## src/rtl/regfile_wb_arbiter_if.sv

```systemverilog
// Writeback bus between the result producers (ALU, load, mul/div) and the
// register-file writeback arbiter. It carries the per-requester write
// handshakes, the registered register-file write port, and the issue and
// operand-lookup signals used by the pending-write scoreboard.
interface regfile_wb_arbiter_if #(
  parameter int NREQ = 3
);
  logic [NREQ-1:0]    req_valid;
  logic [NREQ*5-1:0]  req_wn;
  logic [NREQ*32-1:0] req_d;
  logic [NREQ-1:0]    req_ready;

  logic               we;
  logic [4:0]         wn;
  logic [31:0]        d;

  logic               iss_valid;
  logic [4:0]         iss_wn;
  logic [4:0]         rna;
  logic [4:0]         rnb;
  logic               busy_a;
  logic               busy_b;

  // Producer / pipeline side.
  modport master (
    output req_valid, req_wn, req_d, iss_valid, iss_wn, rna, rnb,
    input  req_ready, we, wn, d, busy_a, busy_b
  );

  // Arbiter side.
  modport slave (
    input  req_valid, req_wn, req_d, iss_valid, iss_wn, rna, rnb,
    output req_ready, we, wn, d, busy_a, busy_b
  );
endinterface

```

## src/rtl/regfile_wb_arbiter.sv

```systemverilog
// Register-file writeback arbiter.
// Up to four result producers compete for the single register-file write
// port. A round-robin arbiter picks one producer per cycle, and the winner's
// register number and data appear on the registered write port one cycle
// later. Writes to r0 are accepted but never reach the register file.
//
// Optional feature: define REGFILE_WB_SCOREBOARD_EN to build the pending-write
// scoreboard. The scoreboard tracks issued-but-not-yet-written destinations
// and reports busy_a/busy_b for the two source operands. When the macro is
// left undefined there is no scoreboard state and busy_a/busy_b are tied to 0.
//
// clr is a synchronous, active-high reset.
module regfile_wb_arbiter #(
  parameter int NREQ = 3
) (
  input logic                  clk,
  input logic                  clr,
  regfile_wb_arbiter_if.slave  bus
);

  localparam int PW = (NREQ > 2) ? 2 : 1;

  function automatic logic [PW-1:0] wrap(input int v);
    return PW'(v % NREQ);
  endfunction

  logic [PW-1:0] rr_ptr_q, rr_ptr_d;
  logic          we_q, we_d;
  logic [4:0]    wn_q, wn_d;
  logic [31:0]   d_q, d_d;

  logic          gnt_any;
  logic [PW-1:0] gnt_idx;
  logic [NREQ-1:0] ready;
  logic          xfer;
  logic [4:0]    sel_wn;
  logic [31:0]   sel_d;

  // Round-robin search: walk from rr_ptr upward (wrapping) and keep the
  // requester nearest to the pointer.
  always_comb begin
    // NOTE: every variable gets a default before any conditional assignment,
    // so no path leaves it unassigned and no latch is inferred.
    gnt_any = 1'b0;
    gnt_idx = '0;
    for (int k = NREQ - 1; k >= 0; k--) begin
      if (bus.req_valid[wrap(int'(rr_ptr_q) + k)]) begin
        gnt_any = 1'b1;
        gnt_idx = wrap(int'(rr_ptr_q) + k);
      end
    end
  end

  // One-hot ready to the winner; suppressed entirely while clr is high.
  always_comb begin
    ready = '0;
    if (gnt_any && !clr) ready[gnt_idx] = 1'b1;
  end

  assign bus.req_ready = ready;
  assign xfer          = gnt_any && !clr;
  assign sel_wn        = bus.req_wn[int'(gnt_idx)*5 +: 5];
  assign sel_d         = bus.req_d[int'(gnt_idx)*32 +: 32];

  // Next-state for the pointer and the registered write port. A write to r0
  // is accepted but produces no write enable.
  always_comb begin
    rr_ptr_d = rr_ptr_q;
    we_d     = 1'b0;
    wn_d     = wn_q;
    d_d      = d_q;
    if (xfer) begin
      rr_ptr_d = wrap(int'(gnt_idx) + 1);
      we_d     = (sel_wn != 5'd0);
      wn_d     = sel_wn;
      d_d      = sel_d;
    end
  end

  // Arbiter and write-port state; clr overrides any transfer this cycle.
  always_ff @(posedge clk) begin
    // NOTE: sequential state uses non-blocking assignments so every flop
    // samples the pre-edge values regardless of statement order.
    if (clr) begin
      rr_ptr_q <= '0;
      we_q     <= 1'b0;
      wn_q     <= '0;
      d_q      <= '0;
    end else begin
      rr_ptr_q <= rr_ptr_d;
      we_q     <= we_d;
      wn_q     <= wn_d;
      d_q      <= d_d;
    end
  end

  assign bus.we = we_q;
  assign bus.wn = wn_q;
  assign bus.d  = d_q;

`ifdef REGFILE_WB_SCOREBOARD_EN
  logic [31:1] sb_q, sb_d;
  logic [31:0] sb_full;

  // Pending bits: the write port clears, a new issue sets; the issue is
  // applied last so a new producer wins over a retiring one.
  always_comb begin
    sb_d = sb_q;
    if (we_q && wn_q != 5'd0) sb_d[wn_q] = 1'b0;
    if (bus.iss_valid && bus.iss_wn != 5'd0) sb_d[bus.iss_wn] = 1'b1;
  end

  // Scoreboard state, cleared by clr.
  always_ff @(posedge clk) begin
    // NOTE: these 31 bits are control state, not data storage, so they are
    // reset; a stale pending bit would stall the pipeline forever.
    if (clr) sb_q <= '0;
    else     sb_q <= sb_d;
  end

  // r0 maps to a constant-zero bit, so it is never busy.
  assign sb_full    = {sb_q, 1'b0};
  assign bus.busy_a = sb_full[bus.rna] & ~(we_q && wn_q == bus.rna);
  assign bus.busy_b = sb_full[bus.rnb] & ~(we_q && wn_q == bus.rnb);
`else
  logic unused_sb_inputs;

  assign unused_sb_inputs = ^{bus.iss_valid, bus.iss_wn, bus.rna, bus.rnb};
  assign bus.busy_a       = 1'b0;
  assign bus.busy_b       = 1'b0;
`endif

endmodule

```

## src/flat_wrapper.sv

```systemverilog
// flat-port wrapper written by rule: the top's interface ports become plain ports
module regfile_wb_arbiter_flat 
#(
  parameter int NREQ = 3
)
  (clk, clr, bus_req_valid, bus_req_wn, bus_req_d, bus_iss_valid, bus_iss_wn, bus_rna, bus_rnb, bus_req_ready, bus_we, bus_wn, bus_d, bus_busy_a, bus_busy_b);
  regfile_wb_arbiter_if #(.NREQ(NREQ)) bus_i ();
  input logic clk;
  input logic clr;
  input wire logic [$bits(bus_i.req_valid)-1:0] bus_req_valid;
  input wire logic [$bits(bus_i.req_wn)-1:0] bus_req_wn;
  input wire logic [$bits(bus_i.req_d)-1:0] bus_req_d;
  input wire logic [$bits(bus_i.iss_valid)-1:0] bus_iss_valid;
  input wire logic [$bits(bus_i.iss_wn)-1:0] bus_iss_wn;
  input wire logic [$bits(bus_i.rna)-1:0] bus_rna;
  input wire logic [$bits(bus_i.rnb)-1:0] bus_rnb;
  output wire logic [$bits(bus_i.req_ready)-1:0] bus_req_ready;
  output wire logic [$bits(bus_i.we)-1:0] bus_we;
  output wire logic [$bits(bus_i.wn)-1:0] bus_wn;
  output wire logic [$bits(bus_i.d)-1:0] bus_d;
  output wire logic [$bits(bus_i.busy_a)-1:0] bus_busy_a;
  output wire logic [$bits(bus_i.busy_b)-1:0] bus_busy_b;
  assign bus_i.req_valid = bus_req_valid;
  assign bus_i.req_wn = bus_req_wn;
  assign bus_i.req_d = bus_req_d;
  assign bus_i.iss_valid = bus_iss_valid;
  assign bus_i.iss_wn = bus_iss_wn;
  assign bus_i.rna = bus_rna;
  assign bus_i.rnb = bus_rnb;
  assign bus_req_ready = bus_i.req_ready;
  assign bus_we = bus_i.we;
  assign bus_wn = bus_i.wn;
  assign bus_d = bus_i.d;
  assign bus_busy_a = bus_i.busy_a;
  assign bus_busy_b = bus_i.busy_b;
  regfile_wb_arbiter #(.NREQ(NREQ)) u_core (.clk(clk), .clr(clr), .bus(bus_i));
endmodule
```

## config.mk

```make
export PLATFORM = sky130hd
export DESIGN_NAME = regfile_wb_arbiter_flat
export DESIGN_NICKNAME = d
export VERILOG_FILES = /design/src/rtl/regfile_wb_arbiter_if.sv /design/src/rtl/regfile_wb_arbiter.sv /design/src/flat_wrapper.sv
export SDC_FILE = /design/constraint.sdc
export NUM_CORES = 1
export LEC_CHECK = 0
export ABC_AREA = 1
export CELL_PAD_IN_SITES_DETAIL_PLACEMENT = 2
export CELL_PAD_IN_SITES_GLOBAL_PLACEMENT = 2
export CORE_ASPECT_RATIO = 0.9
export CORE_MARGIN = 3
export CORE_UTILIZATION = 17
export DETAILED_ROUTE_END_ITERATION = 8
export PLACE_DENSITY_LB_ADDON = 0.3
export SLEW_MARGIN = 25
export SYNTH_ARGS = -nofsm -noshare
export SYNTH_HDL_FRONTEND = slang
export SYNTH_SLANG_ARGS = --single-unit
```

## constraint.sdc

```tcl
create_clock -name clk -period 3.15 [get_ports clk]
set_input_delay 0.315 -clock clk [delete_from_list [all_inputs] [get_ports clk]]
set_output_delay 0.315 -clock clk [all_outputs]
set_load 0.05 [all_outputs]
```

==> impl_results.md <==
* Place WS at 481 ps
* Root Buffer: clkbuf_16
* CTS clk-pin slew, worst paths at 60 ps
* WL/cell at 17.4 um
* First-pass GRT wire length at 17200 um
* FP Rows at 39
* Clk Latency, worst-skew pair at 290 ps
* Nets@finish at 617
* Setup violators final at 0
* Fin crit share at 0.901
* Switching part of the total at 0.524
* Clock group share of total power at 0.139
* Flop pwr share at 0.191
* Synthesis warning total at 0
* Post-route ant nets at 0
* Pin slew with the least headroom to its limit at 571 ps
* Largest net degree at the start of global routing at 27
* Post-synth cell types at 29
* Count of final hold-check violations at 0
* RSZ-0062 raised after global routing: false
* Max-cap check violation count at 0
* Final worst setup slack at 313 ps
* Setup bufs post-CTS at 0
* GPL Wtd Cong at 0.708
* Comb power frac at 0.670
* Post-Synthesis Cells at 329
* Slew headroom at 0.619
* Gr usage total at 0.149
* CTS Hold Buffers Added at 0
* Worst EP arrival at 2520 ps
* DRC at 0
* Status: finished clean
* Critical Path RT at 2830 ps
* Syn Std Cell Area at 2280 um2
* Syn avg cell area at 6.92 um2
* Maximum clock frequency at 352 MHz
* Final Core Density at 0.326
* # diodes at 0
* Antenna violations before repair at 0
* Seq cells post-synth at 40
* Share of cells above drive strength 1 at 0.0745
* CP delay by family, top: buffers and inverters
* Setup Crit Path Kind: reg2out
* Crit end category: output pin
* Total global routing overflow at 0
* Power Total at 0.00437 W
* CP max FO at 17
* Die width at 128 um
* Final hold slack at 483 ps
* Metal2 WL at 5640 um
* Post-DP HPWL at 8750 um
* P&R area growth vs syn at 84.2%
* Hold depth at 2
* Hold Crit Class: reg2reg
* Worst setup SP type: flip-flop
* Worst Skew at 4.89 ps
* Most used cell, CP: nand2_1
* Most common cell after layout, fill and taps aside: clkdlybuf4s50_1
* Starting Density at 0.177
* Met3 WL post-DR at 651 um
* Vias per cell at 4.43
* Most frequent cells in the layout: clkdlybuf4s50_1, nand2_1, dfxtp_1, nand3_1, inv_1
* Top sig layer: met4
* Top post-synthesis cells by area: dfxtp_1, nand2_1, a22oi_1
* Clock Path Buffers at 2
* Worst-path cell chain: inv_1 > ha_1 > inv_2 > nand2_1 > nand2_1 > nand2_1 > nand2_1 > nand2_1 > nand2_4 > inv_2 > nor3_4 > buf_4 > buf_12
* Detailed Routing Iterations Pass 1 at 4
* P per Cell Area at 1040 nW/um2
* VDD IR max at 0.000273 V
* Core ar. at 12900 um2
* Vias at 2866
* Largest stage delay on the critical path at 370 ps
* CP bufs+invs at 5
* Switch Pwr at 0.00229 W
* 1st-iter DRT viols at 93
* Full die area at 14800 um2
* Fin Setup TNS at 0 ps
* Slowest-stage cell, CP: ha_1
* WL final at 11300 um
* Vias in the first global route at 3195
* Slew Viols, Final at 0
* CTS tree: done
* Io pins at 175
* Top-area cell type share of the netlist area at 0.352
* CP Depth at 13
* Leak at 1.75 nW
* Worst Reg-to-Reg Cells at 15
* Wl on met1 at 4860 um
* Internal at 0.00208 W
* Fin crit period at 2840 ps
* Num CTS Buffers at 5
* Number of port buffers at 156
* DIE HEIGHT at 116 um
* Register area share after synthesis at 0.352
* CTS sink count at 40
* Cell taking the most area after synthesis: dfxtp_1
* Htree depth at 2
per-stage QoR:
stage	std cells	cell area (um2)
after floorplan	330	2280
after global placement	639	4020
after detailed placement	639	4020
after CTS	647	4190
after global routing	647	4200
final	647	4200
flip-flops by register name, summed over array words and instances (netlist names):
| register | flops |
|---|---|
| u_core.bus.d | 32 |
| u_core.bus.wn | 5 |
| u_core.rr_ptr_q | 2 |
| u_core.bus.we | 1 |
power by group through the flow:
| stage | clock network (W) | logic (W) | registers, W |
|---|---|---|---|
| 5_1_grt | 0.000639 | 0.00321 | 0.000867 |
| 2_1_floorplan | 0 | 0.00122 | 0.00153 |
| 6_report | 0.000608 | 0.00293 | 0.000834 |
| 3_5_place_dp | 0 | 0.00297 | 0.000846 |
| 3_3_place_gp | 0 | 0.00290 | 0.000833 |
| 4_1_cts | 0.000630 | 0.00298 | 0.000838 |
cells by family after synthesis:
family,share of synthesized area
AO/OA/AOI/OAI,0.175
adder cells (fa/ha/maj),0.0165
buffers and inverters,0.0989
flip-flops,0.352
other,0.00165
AND/OR/NAND/NOR,0.356
worst reg2reg max path, cell delays in order, from the launching register on:
cell	delay [ps]
dfxtp_1	330
inv_1	70
ha_1	370
inv_2	80
nand2_1	80
nand3_1	90
nand2_2	110
nand3_2	100
nand2_2	170
buf_4	360
nor2_2	50
buf_4	210
a22oi_1	190
nand3_1	100
nand2_1	70
inv_1	40
synth_stat cells:
master / number
ha_1: 3
nand4_1: 9
nor2_1: 6
buf_1: 1
conb_1: 1
nor2_2: 3
clkbuf_1: 2
a31oi_1: 1
inv_1: 24
nand2_2: 4
a21oi_1: 4
nand3_1: 31
buf_6: 3
nor3_4: 1
inv_2: 4
o21ai_1: 2
a22o_1: 4
buf_2: 6
buf_4: 6
a22oi_1: 21
nand3_2: 2
dfxtp_1: 40
nor3_1: 1
nand2_1: 119
o22ai_1: 1
nand2_4: 2
a41oi_1: 9
o21ai_0: 17
nor2_4: 2
per-layer routing:
layer  up-vias  GRT usage
li1       1406          -
met1      1364      0.184
met2        89      0.265
met3         7     0.0341
met4         0     0.0311
met5         -          0
cell type report:
class	count	area (um2)
clock buffer	5	125
clock inverter	3	42.5
fill	1507	8690
inverter	28	105
multi-input combinational	244	1260
sequential	40	801
tap	164	205
timing repair buffer	163	1660
path summary, 6_finish.rpt:
path	start	to	slack, ps
setup / recovery	u_core.rr_ptr_q[0]	bus_req_ready[0]	310
hold / removal	u_core.bus.wn[1]	u_core.bus.wn[1]	480
setup reg to reg	u_core.rr_ptr_q[0]	u_core.bus.d[28]	630
hold reg to reg	u_core.bus.wn[1]	u_core.bus.wn[1]	480
timing repair:
item,4_1_cts,5_1_grt
hold endpoints to repair,0,0
endpoints found under the setup margin,0,1
resized for setup,0,1
No activity file was read; power rests on OpenSTA's default activity.
